$ cat config.mk
export PLATFORM = sky130hd
export DESIGN_NAME = ix_muldiv_unit
export DESIGN_NICKNAME = d
export VERILOG_FILES = /design/src/rtl/ix_muldiv_unit.sv
export SDC_FILE = /design/constraint.sdc
export NUM_CORES = 1
export LEC_CHECK = 0
export CORE_MARGIN = 2
export CORE_UTILIZATION = 30
export CTS_BUF_LIST = sky130_fd_sc_hd__clkbuf_4
export DETAILED_ROUTE_END_ITERATION = 10
export PLACE_DENSITY = 0.44
export SLEW_MARGIN = 0
export SYNTH_ARGS = -nofsm -noshare
export SYNTH_HDL_FRONTEND = slang
export SYNTH_SLANG_ARGS = --single-unit
$ cat constraint.sdc
create_clock -name clk -period 4.9 [get_ports clk]
set_input_delay 0.98 -clock clk [delete_from_list [all_inputs] [get_ports clk]]
set_output_delay 0.98 -clock clk [all_outputs]
set_load 0.02 [all_outputs]
$ cat src/rtl/ix_muldiv_unit.sv
// ix_muldiv_unit: iterative multiply/divide unit for the IX stage.
// Owns the architectural HI/LO registers, runs MULT/MULTU/DIV/DIVU as
// multi-cycle radix-2 operations, serves MFHI/MFLO/MTHI/MTLO and raises
// a stall while a HI/LO hazard is outstanding.
// Optional build macro: MULDIV_EARLY_OUT_EN (multiply early termination
// and single-cycle divide-by-zero). Default build has fixed latency.
module ix_muldiv_unit #(
    parameter int XLEN = 32
) (
    input  logic            clk,
    input  logic            rst_n,
    input  logic            req_valid,
    input  logic [5:0]      alu_op,
    input  logic [XLEN-1:0] A,
    input  logic [XLEN-1:0] B,
    output logic [XLEN-1:0] result,
    output logic            result_valid,
    output logic            stall,
    output logic            busy,
    output logic            done,
    output logic [XLEN-1:0] hi,
    output logic [XLEN-1:0] lo
);

    localparam int CW = $clog2(XLEN);

    localparam logic [5:0] OP_MFHI  = 6'h10;
    localparam logic [5:0] OP_MTHI  = 6'h11;
    localparam logic [5:0] OP_MFLO  = 6'h12;
    localparam logic [5:0] OP_MTLO  = 6'h13;
    localparam logic [5:0] OP_MULT  = 6'h18;
    localparam logic [5:0] OP_MULTU = 6'h19;
    localparam logic [5:0] OP_DIV   = 6'h1A;
    localparam logic [5:0] OP_DIVU  = 6'h1B;

    localparam logic [CW-1:0]     CNT_ZERO  = {CW{1'b0}};
    localparam logic [CW-1:0]     CNT_ONE   = {{(CW-1){1'b0}}, 1'b1};
    localparam logic [CW-1:0]     CNT_LAST  = CW'(XLEN - 1);
    localparam logic [XLEN-1:0]   X_ZERO    = {XLEN{1'b0}};
    localparam logic [XLEN-1:0]   X_ONES    = {XLEN{1'b1}};
    localparam logic [2*XLEN-1:0] X2_ZERO   = {(2*XLEN){1'b0}};

    typedef enum logic [1:0] {
        ST_IDLE = 2'd0,
        ST_CALC = 2'd1,
        ST_FIX  = 2'd2
    } state_t;

    // Magnitude of a possibly-signed operand (two's-complement negate when
    // the operand is treated as signed and its sign bit is set).
    function automatic logic [XLEN-1:0] mag_f(input logic [XLEN-1:0] v,
                                              input logic            is_signed);
        if (is_signed && v[XLEN-1]) begin
            mag_f = -v;
        end else begin
            mag_f = v;
        end
    endfunction

    // Conditional two's-complement negate of an XLEN-bit value.
    function automatic logic [XLEN-1:0] cneg_f(input logic [XLEN-1:0] v,
                                               input logic            neg);
        if (neg) begin
            cneg_f = -v;
        end else begin
            cneg_f = v;
        end
    endfunction

    // Architectural and iteration state
    state_t            state_r;
    logic [CW-1:0]     cnt_r;
    logic [2*XLEN-1:0] acc_r;      // mul: running product; div: {remainder, dividend/quotient}
    logic [2*XLEN-1:0] mcand_r;    // mul: multiplicand, shifted left each step
    logic [XLEN-1:0]   opb_r;      // mul: multiplier (shifts right); div: divisor
    logic [XLEN-1:0]   a_orig_r;   // original dividend, returned on divide by zero
    logic              is_div_r;
    logic              div0_r;
    logic              neg_pq_r;   // negate product (mul) or quotient (div)
    logic              neg_rem_r;  // negate remainder
    logic [XLEN-1:0]   hi_r;
    logic [XLEN-1:0]   lo_r;
    logic              done_r;

    // Decode and datapath signals
    logic              is_mul_s;
    logic              is_div_op_s;
    logic              is_signed_s;
    logic              is_mfhi_s;
    logic              is_mflo_s;
    logic              is_mthi_s;
    logic              is_mtlo_s;
    logic              is_muldiv_s;
    logic              is_hilo_s;
    logic              busy_s;
    logic              start_s;
    logic              mt_hi_s;
    logic              mt_lo_s;
    logic              b_zero_s;
    logic [XLEN-1:0]   mag_a_s;
    logic [XLEN-1:0]   mag_b_s;
    logic [2*XLEN-1:0] mul_sum_s;
    logic [2*XLEN:0]   div_shift_s;
    logic [XLEN:0]     div_diff_s;
    logic [2*XLEN-1:0] div_next_s;
    logic              mul_rest_zero_s;
    logic              calc_last_s;
    logic [2*XLEN-1:0] prod_s;
    logic [XLEN-1:0]   fix_hi_s;
    logic [XLEN-1:0]   fix_lo_s;

    // Decode the funct code into operation classes
    always_comb begin
        is_mul_s    = 1'b0;
        is_div_op_s = 1'b0;
        is_signed_s = 1'b0;
        is_mfhi_s   = 1'b0;
        is_mflo_s   = 1'b0;
        is_mthi_s   = 1'b0;
        is_mtlo_s   = 1'b0;
        case (alu_op)
            OP_MULT:  begin is_mul_s    = 1'b1; is_signed_s = 1'b1; end
            OP_MULTU: begin is_mul_s    = 1'b1;                     end
            OP_DIV:   begin is_div_op_s = 1'b1; is_signed_s = 1'b1; end
            OP_DIVU:  begin is_div_op_s = 1'b1;                     end
            OP_MFHI:  begin is_mfhi_s   = 1'b1;                     end
            OP_MFLO:  begin is_mflo_s   = 1'b1;                     end
            OP_MTHI:  begin is_mthi_s   = 1'b1;                     end
            OP_MTLO:  begin is_mtlo_s   = 1'b1;                     end
            default:  begin                                         end
        endcase
    end

    // Issue control: acceptance, HI/LO moves and hazard stall
    always_comb begin
        busy_s       = (state_r != ST_IDLE);
        is_muldiv_s  = is_mul_s | is_div_op_s;
        is_hilo_s    = is_mfhi_s | is_mflo_s | is_mthi_s | is_mtlo_s;
        start_s      = req_valid & is_muldiv_s & ~busy_s;
        mt_hi_s      = req_valid & is_mthi_s & ~busy_s;
        mt_lo_s      = req_valid & is_mtlo_s & ~busy_s;
        stall        = req_valid & busy_s & (is_muldiv_s | is_hilo_s);
        result_valid = req_valid & (is_mfhi_s | is_mflo_s) & ~stall;
        b_zero_s     = (B == X_ZERO);
        mag_a_s      = mag_f(A, is_signed_s);
        mag_b_s      = mag_f(B, is_signed_s);
    end

    // One radix-2 step: shift-add for multiply, restoring subtract for divide
    always_comb begin
        if (opb_r[0]) begin
            mul_sum_s = acc_r + mcand_r;
        end else begin
            mul_sum_s = acc_r;
        end
        div_shift_s = {acc_r, 1'b0};
        div_diff_s  = div_shift_s[2*XLEN:XLEN] - {1'b0, opb_r};
        if (div_diff_s[XLEN]) begin
            div_next_s = div_shift_s[2*XLEN-1:0];
        end else begin
            div_next_s = {div_diff_s[XLEN-1:0], div_shift_s[XLEN-1:1], 1'b1};
        end
`ifdef MULDIV_EARLY_OUT_EN
        mul_rest_zero_s = ~is_div_r & (opb_r[XLEN-1:1] == {(XLEN-1){1'b0}});
`else
        mul_rest_zero_s = 1'b0;
`endif
        calc_last_s = (cnt_r == CNT_LAST) | mul_rest_zero_s;
    end

    // Sign correction and final HI/LO values written in FIX
    always_comb begin
        if (neg_pq_r) begin
            prod_s = -acc_r;
        end else begin
            prod_s = acc_r;
        end
        if (div0_r) begin
            fix_hi_s = a_orig_r;
            fix_lo_s = X_ONES;
        end else if (is_div_r) begin
            fix_hi_s = cneg_f(acc_r[2*XLEN-1:XLEN], neg_rem_r);
            fix_lo_s = cneg_f(acc_r[XLEN-1:0], neg_pq_r);
        end else begin
            fix_hi_s = prod_s[2*XLEN-1:XLEN];
            fix_lo_s = prod_s[XLEN-1:0];
        end
    end

    // Main FSM: accept, iterate, sign-fix and commit HI/LO
    always_ff @(posedge clk or negedge rst_n) begin
        if (!rst_n) begin
            state_r   <= ST_IDLE;
            cnt_r     <= CNT_ZERO;
            acc_r     <= X2_ZERO;
            mcand_r   <= X2_ZERO;
            opb_r     <= X_ZERO;
            a_orig_r  <= X_ZERO;
            is_div_r  <= 1'b0;
            div0_r    <= 1'b0;
            neg_pq_r  <= 1'b0;
            neg_rem_r <= 1'b0;
            hi_r      <= X_ZERO;
            lo_r      <= X_ZERO;
            done_r    <= 1'b0;
        end else begin
            case (state_r)
                ST_IDLE: begin
                    done_r <= 1'b0;
                    if (start_s) begin
                        is_div_r  <= is_div_op_s;
                        div0_r    <= is_div_op_s & b_zero_s;
                        neg_pq_r  <= is_signed_s & (A[XLEN-1] ^ B[XLEN-1]);
                        neg_rem_r <= is_signed_s & A[XLEN-1];
                        a_orig_r  <= A;
                        opb_r     <= mag_b_s;
                        mcand_r   <= {X_ZERO, mag_a_s};
                        acc_r     <= is_div_op_s ? {X_ZERO, mag_a_s} : X2_ZERO;
                        cnt_r     <= CNT_ZERO;
`ifdef MULDIV_EARLY_OUT_EN
                        state_r   <= (is_div_op_s & b_zero_s) ? ST_FIX : ST_CALC;
`else
                        state_r   <= ST_CALC;
`endif
                    end else begin
                        if (mt_hi_s) begin
                            hi_r <= A;
                        end
                        if (mt_lo_s) begin
                            lo_r <= A;
                        end
                    end
                end
                ST_CALC: begin
                    done_r <= 1'b0;
                    cnt_r  <= cnt_r + CNT_ONE;
                    if (is_div_r) begin
                        acc_r <= div_next_s;
                    end else begin
                        acc_r   <= mul_sum_s;
                        mcand_r <= {mcand_r[2*XLEN-2:0], 1'b0};
                        opb_r   <= {1'b0, opb_r[XLEN-1:1]};
                    end
                    if (calc_last_s) begin
                        state_r <= ST_FIX;
                    end
                end
                ST_FIX: begin
                    hi_r    <= fix_hi_s;
                    lo_r    <= fix_lo_s;
                    done_r  <= 1'b1;
                    state_r <= ST_IDLE;
                end
                default: begin
                    done_r  <= 1'b0;
                    state_r <= ST_IDLE;
                end
            endcase
        end
    end

    // Output mapping: MFHI/MFLO read data and register views
    always_comb begin
        if (is_mfhi_s) begin
            result = hi_r;
        end else if (is_mflo_s) begin
            result = lo_r;
        end else begin
            result = X_ZERO;
        end
        busy = busy_s;
        done = done_r;
        hi   = hi_r;
        lo   = lo_r;
    end

endmodule

==> results of run 1 <==
==> power breakdown <==
group / switching (mW) / internal [mW] / total (mW)
Sequential: 1.26 / 3.17 / 4.43
Clock: 1.09 / 1.09 / 2.17
Combinational: 7.31 / 4.73 / 12.0
Total: 9.66 / 8.98 / 18.6
==> per-layer routing <==
layer / track usage, % / wire length, µm
met2: 42.0 / 42800
met1: 29.3 / 36000
met4: 8.21 / 2620
met3: 3.15 / 4310
met5: 0 / 0
==> cell families (layout without fill, tap and decap cells) <==
family,count (synthesis),after routing,synth area share (%)
compound gates,864,864,25.5
buf+inv,235,439,4.29
mux,77,77,3.71
other cells,0,2,0
simple gates,951,951,19.8
xor+xnor,204,204,8.51
flops,268,268,31.9
fa+ha+maj,103,103,6.21
==> cells in the final DEF, fill, tap and decap left out, drive strengths merged, types with 12 or more instances in the layout <==
| cell type | instances |
|---|---|
| o221ai | 23 |
| dfrtp | 268 |
| nor4 | 20 |
| or4 | 15 |
| clkinv | 18 |
| or3 | 27 |
| ha | 101 |
| o21a | 35 |
| o41ai | 12 |
| nor2 | 226 |
| clkdlybuf4s50 | 170 |
| a221oi | 14 |
| inv | 62 |
| a21oi | 226 |
| a22oi | 27 |
| xor2 | 123 |
| o31ai | 31 |
| o21bai | 18 |
| a32oi | 31 |
| nor2b | 15 |
| nor3 | 33 |
| o21ai | 299 |
| nand2 | 484 |
| xnor2 | 81 |
| buf | 70 |
| nand3 | 38 |
| mux2i | 73 |
| a31oi | 17 |
| nand2b | 16 |
| a21o | 57 |
| clkbuf | 117 |
| nand4 | 28 |
==> stage by stage <==
step                util (%)  hold slack (ns)
detailed placement      34.6            0.462
global placement        34.6            0.457
global route            36.0            0.102
CTS                     36.0           0.0789
finish                  36.0            0.109
floorplan                  -            0.445
==> sequential cells by signal (all words and copies together), names as in the netlist <==
signal	count
div0_r	1
hi	32
opb_r	32
a_orig_r	32
mcand_r	64
state_r	2
acc_r	64
is_div_r	1
neg_rem_r	1
neg_pq_r	1
cnt_r	5
done	1
lo	32
==> worst max-delay path: cells and delay by family, from the launching register on <==
family	cells	cell delay (ns)
compound gates	5	1.60
fa+ha+maj	2	0.64
flops	1	0.50
xor+xnor	1	0.50
simple gates	3	0.42
buf+inv	2	0.39
mux	1	0.20
==> cell type report <==
class	instances	area share (%)
clock buffers	117	3.54
repair buffers	240	9.19
diodes	2	0.0202
multi-input cells	2199	54.2
flip-flops and latches	268	27.0
well taps	931	4.69
inverters	63	0.952
clock inverters	19	0.358
==> worst max path at each step <==
stage                 to  depth (start not counted)  slack, ns       from
4_1_cts        acc_r[54]                         14       0.57  acc_r[31]
3_5_place_dp   opb_r[29]                         12       0.28      B[12]
6_report       acc_r[46]                         14       0.51  acc_r[31]
3_3_place_gp   opb_r[29]                         12       0.29      B[12]
2_1_floorplan  acc_r[59]                         14       1.10  acc_r[31]
5_1_grt        acc_r[41]                         15       0.16  acc_r[31]
==> results.json, run 1 <==
{
  "outcome": "completed",
  "cts_buffer_depth": 3,
  "final_antenna_net_count": 0,
  "clkSlewWorstSetupHoldPaths_ns": 0.06,
  "placed_cells": 3701,
  "grt_pass1_vias": 20500,
  "setup_viol": 0,
  "slowest_delay_ns": 0.66,
  "cts_tree": "yes",
  "post-dp-hpwl_mm": 65.2,
  "start_kind": "flop",
  "finalCritPeriodShare_pct": 89.5,
  "fp.dieH_um": 269,
  "design_area_um2": 24800,
  "gp_congestion": 0.907,
  "yosys.area.top_type": "dfrtp_1",
  "synth_commonest_cells": "484 x nand2_1, 298 x o21ai_0, 268 x dfrtp_1",
  "finalPower_mw": 18.6,
  "vias_per_cell": 5.45,
  "tns_ns": 0,
  "io_buffers": 172,
  "multi_input_area_um2": 13500,
  "hold_path.class": "input pin to async pin",
  "drt-initial-drc-count": 1604,
  "finalMaxSlewViolations": 0,
  "powerDensity_nw_per_um2": 751,
  "cap_violations": 0,
  "fin_cells": 3839,
  "cp-end-kind": "flop",
  "routed_wirelength_mm": 85.7,
  "initial_core_util_pct": 30.5,
  "timing.rr.start": "acc_r[31]",
  "final_nets": 3032,
  "cts-buffers-inserted": 84,
  "core_um2": 68900,
  "netlist_instances": 2702,
  "h-tree-depth": 3,
  "ios": 173,
  "pre_cts_ws_ns": 0.277,
  "synth-async-reset-ratio_pct": 100,
  "max-slew-margin-rel_pct": 34.6,
  "fin_crit_ns": 4.39,
  "drc_errors": 0,
  "drive_gt1_share_pct": 7.88,
  "synthDistinctLibCells": 77,
  "rsz0062_at_grt": "no",
  "worst_pin_slew_ns": 0.979,
  "routedWlPerCell_um": 22.3,
  "antenna_found_initial": 1,
  "r2r-end": "acc_r[46]",
  "finalHoldViolCount": 0,
  "synth_edf_count": 0,
  "syn_to_final_growth_pct": 18.3,
  "grt_pass1_wl_mm": 129,
  "vias": 20900,
  "place_area_um2": 23900,
  "die_area_um2": 72100,
  "cts_resized": 0,
  "fmax_ghz": 0.228,
  "ys.flop_type": "dfrtp_1",
  "cts_sinks": 268,
  "reg2reg_depth": 14,
  "arrival_ns": 5.09,
  "cts_hold_buffers": 0,
  "fin_skew_ns": 0.0989,
  "required_ns": 5.61,
  "final.fill_count": 7421,
  "clk_latency_ns": 0.86,
  "syn_area_um2": 21000,
  "synthTopCellsByArea": "dfrtp_1 32%, nand2_1 8.7%, o21ai_0 7.1%, ha_1 6.0%, a21oi_1 5.4%",
  "synth_top_area_share_pct": 31.9,
  "ys_seq_area_share_pct": 31.9,
  "grt_util_all_layers_pct": 23.6,
  "synth_most_common_cell": "nand2_1",
  "crit_path_max_fanout": 18,
  "synth_area_per_cell_um2": 7.77,
  "worst_slack_ns": 0.513,
  "first_pass_iters": 7,
  "post_cts_buffers": 0,
  "overflow": 0,
  "synth_warnings": 0,
  "seq_area_um2": 6710,
  "grt_max_degree": 83,
  "core.rowCount": 96,
  "ys_ff_latch": 268,
  "ir_worst_vdd_mv": 0.374,
  "synth_fp_nets": 2878,
  "critical_path_class": "flop to flop",
  "slowest_stage": "a2111oi_0",
  "p_leak_nw": 10.4,
  "root_buffer": "clkbuf_4",
  "reg2reg_slack_ns": 0.51,
  "die-width_um": 269,
  "critical_path.cell_chain": "inv_1 -> ha_1 -> fa_1 -> nand2b_1 -> a21o_1 -> a2111oi_0 -> nor4_1 -> o31ai_1 -> a21oi_1 -> xor2_4 -> buf_4 -> mux2i_1 -> nor2_1 -> a221o_1"
}
No activity file was read; power rests on OpenSTA's default activity.
==> run 2, diff against run 1 <==
Settings changed: PLACE_DENSITY 0.44 to 0.45.
Clock period 4.9 ns to 3.87 ns, I/O delays scaled along.
==> run 2 against run 1 <==
Against the previous run:
- die area is the same
- count of clock-buffer cells in the layout decreased by 11
- largest power group unchanged
- first-iteration DRC count decreased by 4.4%
- critical endpoint is now result[14]
- clock power rose by 27%
- critical path type is now input pin to output port
==> results.json, run 2 (same netlist as run 1, synthesis figures left out) <==
{
  "outcome": "completed",
  "core_um2": 68900,
  "timing.rr.start": "acc_r[18]",
  "clk_latency_ns": 0.86,
  "fin_crit_ns": 3.73,
  "gp_congestion": 0.890,
  "cts_sinks": 268,
  "final_nets": 3172,
  "cp-end-kind": "output port",
  "drive_gt1_share_pct": 12.2,
  "antenna_found_initial": 2,
  "die-width_um": 269,
  "ir_worst_vdd_mv": 0.466,
  "slowest_delay_ns": 0.64,
  "routed_wirelength_mm": 87.8,
  "ios": 173,
  "final_cell_mix": "484 x nand2_1, 294 x o21ai_0, 266 x dfrtp_1",
  "critical_path_class": "input pin to output port",
  "core.rowCount": 96,
  "p_leak_nw": 11.1,
  "start_kind": "input pin",
  "clkSlewWorstSetupHoldPaths_ns": 0.06,
  "hp-start": "a_orig_r[10]",
  "cts-buffers-inserted": 83,
  "post-dp-hpwl_mm": 67.8,
  "hold_ws_ns": 0.479,
  "startpoint": "alu_op[4]",
  "overflow": 0,
  "crit_path_max_fanout": 27,
  "layout_top_registers": "acc_r x64, mcand_r x64",
  "powerDensity_nw_per_um2": 949,
  "tns_ns": 0,
  "setup_viol": 0,
  "worst-path-buf-inv": 3,
  "critical_path.cell_chain": "clkdlybuf4s50_1 -> nand2b_1 -> or4_1 -> buf_4 -> nor2_1 -> clkdlybuf4s50_1",
  "initial_core_util_pct": 30.5,
  "root_buffer": "clkbuf_4",
  "finalCritPeriodShare_pct": 96.3,
  "finalHoldViolCount": 0,
  "final.fill_count": 7318,
  "fin_skew_ns": 0.0510,
  "cap_violations": 0,
  "routedWlPerCell_um": 22.1,
  "slowest_stage": "clkdlybuf4s50_1",
  "max-slew-margin-rel_pct": 29.1,
  "required_ns": 3.10,
  "cts_tree": "yes",
  "first_pass_iters": 7,
  "drt-initial-drc-count": 1534,
  "rsz0062_at_grt": "no",
  "finalMaxSlewViolations": 0,
  "grt_pass1_vias": 20900,
  "drc_errors": 0,
  "grt_util_all_layers_pct": 24.1,
  "cp_common_cell": "clkdlybuf4s50_1",
  "cpLargestDelayFamily": "buffers and inverters",
  "final_antenna_net_count": 0,
  "io_buffers": 172,
  "cts_buffer_depth": 3,
  "h-tree-depth": 3,
  "fp.dieH_um": 269,
  "grt_max_degree": 91,
  "worst_pin_slew_ns": 1.06,
  "fin_cells": 3974,
  "fmax_ghz": 0.268,
  "vias": 21400,
  "syn_to_final_growth_pct": 23.8,
  "arrival_ns": 2.95,
  "mostFrequentLayoutCell": "nand2_1",
  "hold_path.class": "flop to flop",
  "grt_pass1_wl_mm": 132,
  "placed_cells": 3841,
  "die_area_um2": 72100,
  "vias_per_cell": 5.40
}
==> run 2: cell count changes in the layout (fill, tap and decap cells not counted), sizes merged <==
cell         change
inv              +4
clkinvlp         -1
bufinv           +1
buf            +140
dlygate4sd3      +1
diode            +1
clkbuf          -11
==> run 2: layout make-up <==
class                   count  area (µm²)  area share [%]
diodes                      3        7.51          0.0289
clock buffers             106         796            3.06
clock inverters            23         141           0.544
inverters                  63         236           0.910
multi-input cells        2199       13500            52.0
flip-flops and latches    268        6710            25.8
well taps                 931        1160            4.48
repair buffers            381        3420            13.1
==> run 2: path summary, 6_finish.rpt <==
path,end,slack (ns),cells past startpoint
worst max-delay path,result[14],0.14,6
worst min-delay path,a_orig_r[10],0.48,2
worst max register to register,hi[9],0.15,11
worst min register to register,a_orig_r[10],0.48,2
max in group asynchronous,acc_r[20],2.43,3
min in group asynchronous,a_orig_r[0],0.53,2
==> run 2: metrics by stage <==
step	instance area [µm²]	setup WS (ns)	power, mW	utilization, %
global placement	25000	-0.291	21.7	36.2
CTS	25900	0.0310	24.7	37.6
floorplan	21000	0.0745	15.5	-
global route	26000	0.000350	26.8	37.7
detailed placement	25000	-0.293	21.8	36.2
finish	26000	0.142	24.7	37.7
==> run 2: worst min-delay path, stage by stage, from the launching register on <==
cell and delay [ns]:
dfrtp_1 0.34, nand2_1 0.05, nand2_1 0.06
==> run 2: power breakdown <==
group / switching [mW] / leakage, nW / internal, mW
Combinational: 9.88 / 7.32 / 6.77
Clock: 1.41 / 0.549 / 1.34
Sequential: 1.27 / 3.26 / 4.02
==> run 2: repair_timing <==
item | in CTS | in global routing
endpoints found under the hold margin | 69 | 0
pin swaps | 0 | 4
buffers inserted | 0 | 0
hold buffers | 1 | 0
resized for setup | 2 | 15
setup endpoints to repair | 2 | 30
==> run 2: metal layers <==
| layer | GRT usage (%) | up-vias | wire [µm] |
|---|---|---|---|
| met5 | 0 | - | 0 |
| met2 | 42.7 | 609 | 43500 |
| met1 | 30.4 | 10400 | 37600 |
| met3 | 3.42 | 137 | 4070 |
| li1 | - | 10300 | - |
| met4 | 7.21 | 0 | 2600 |
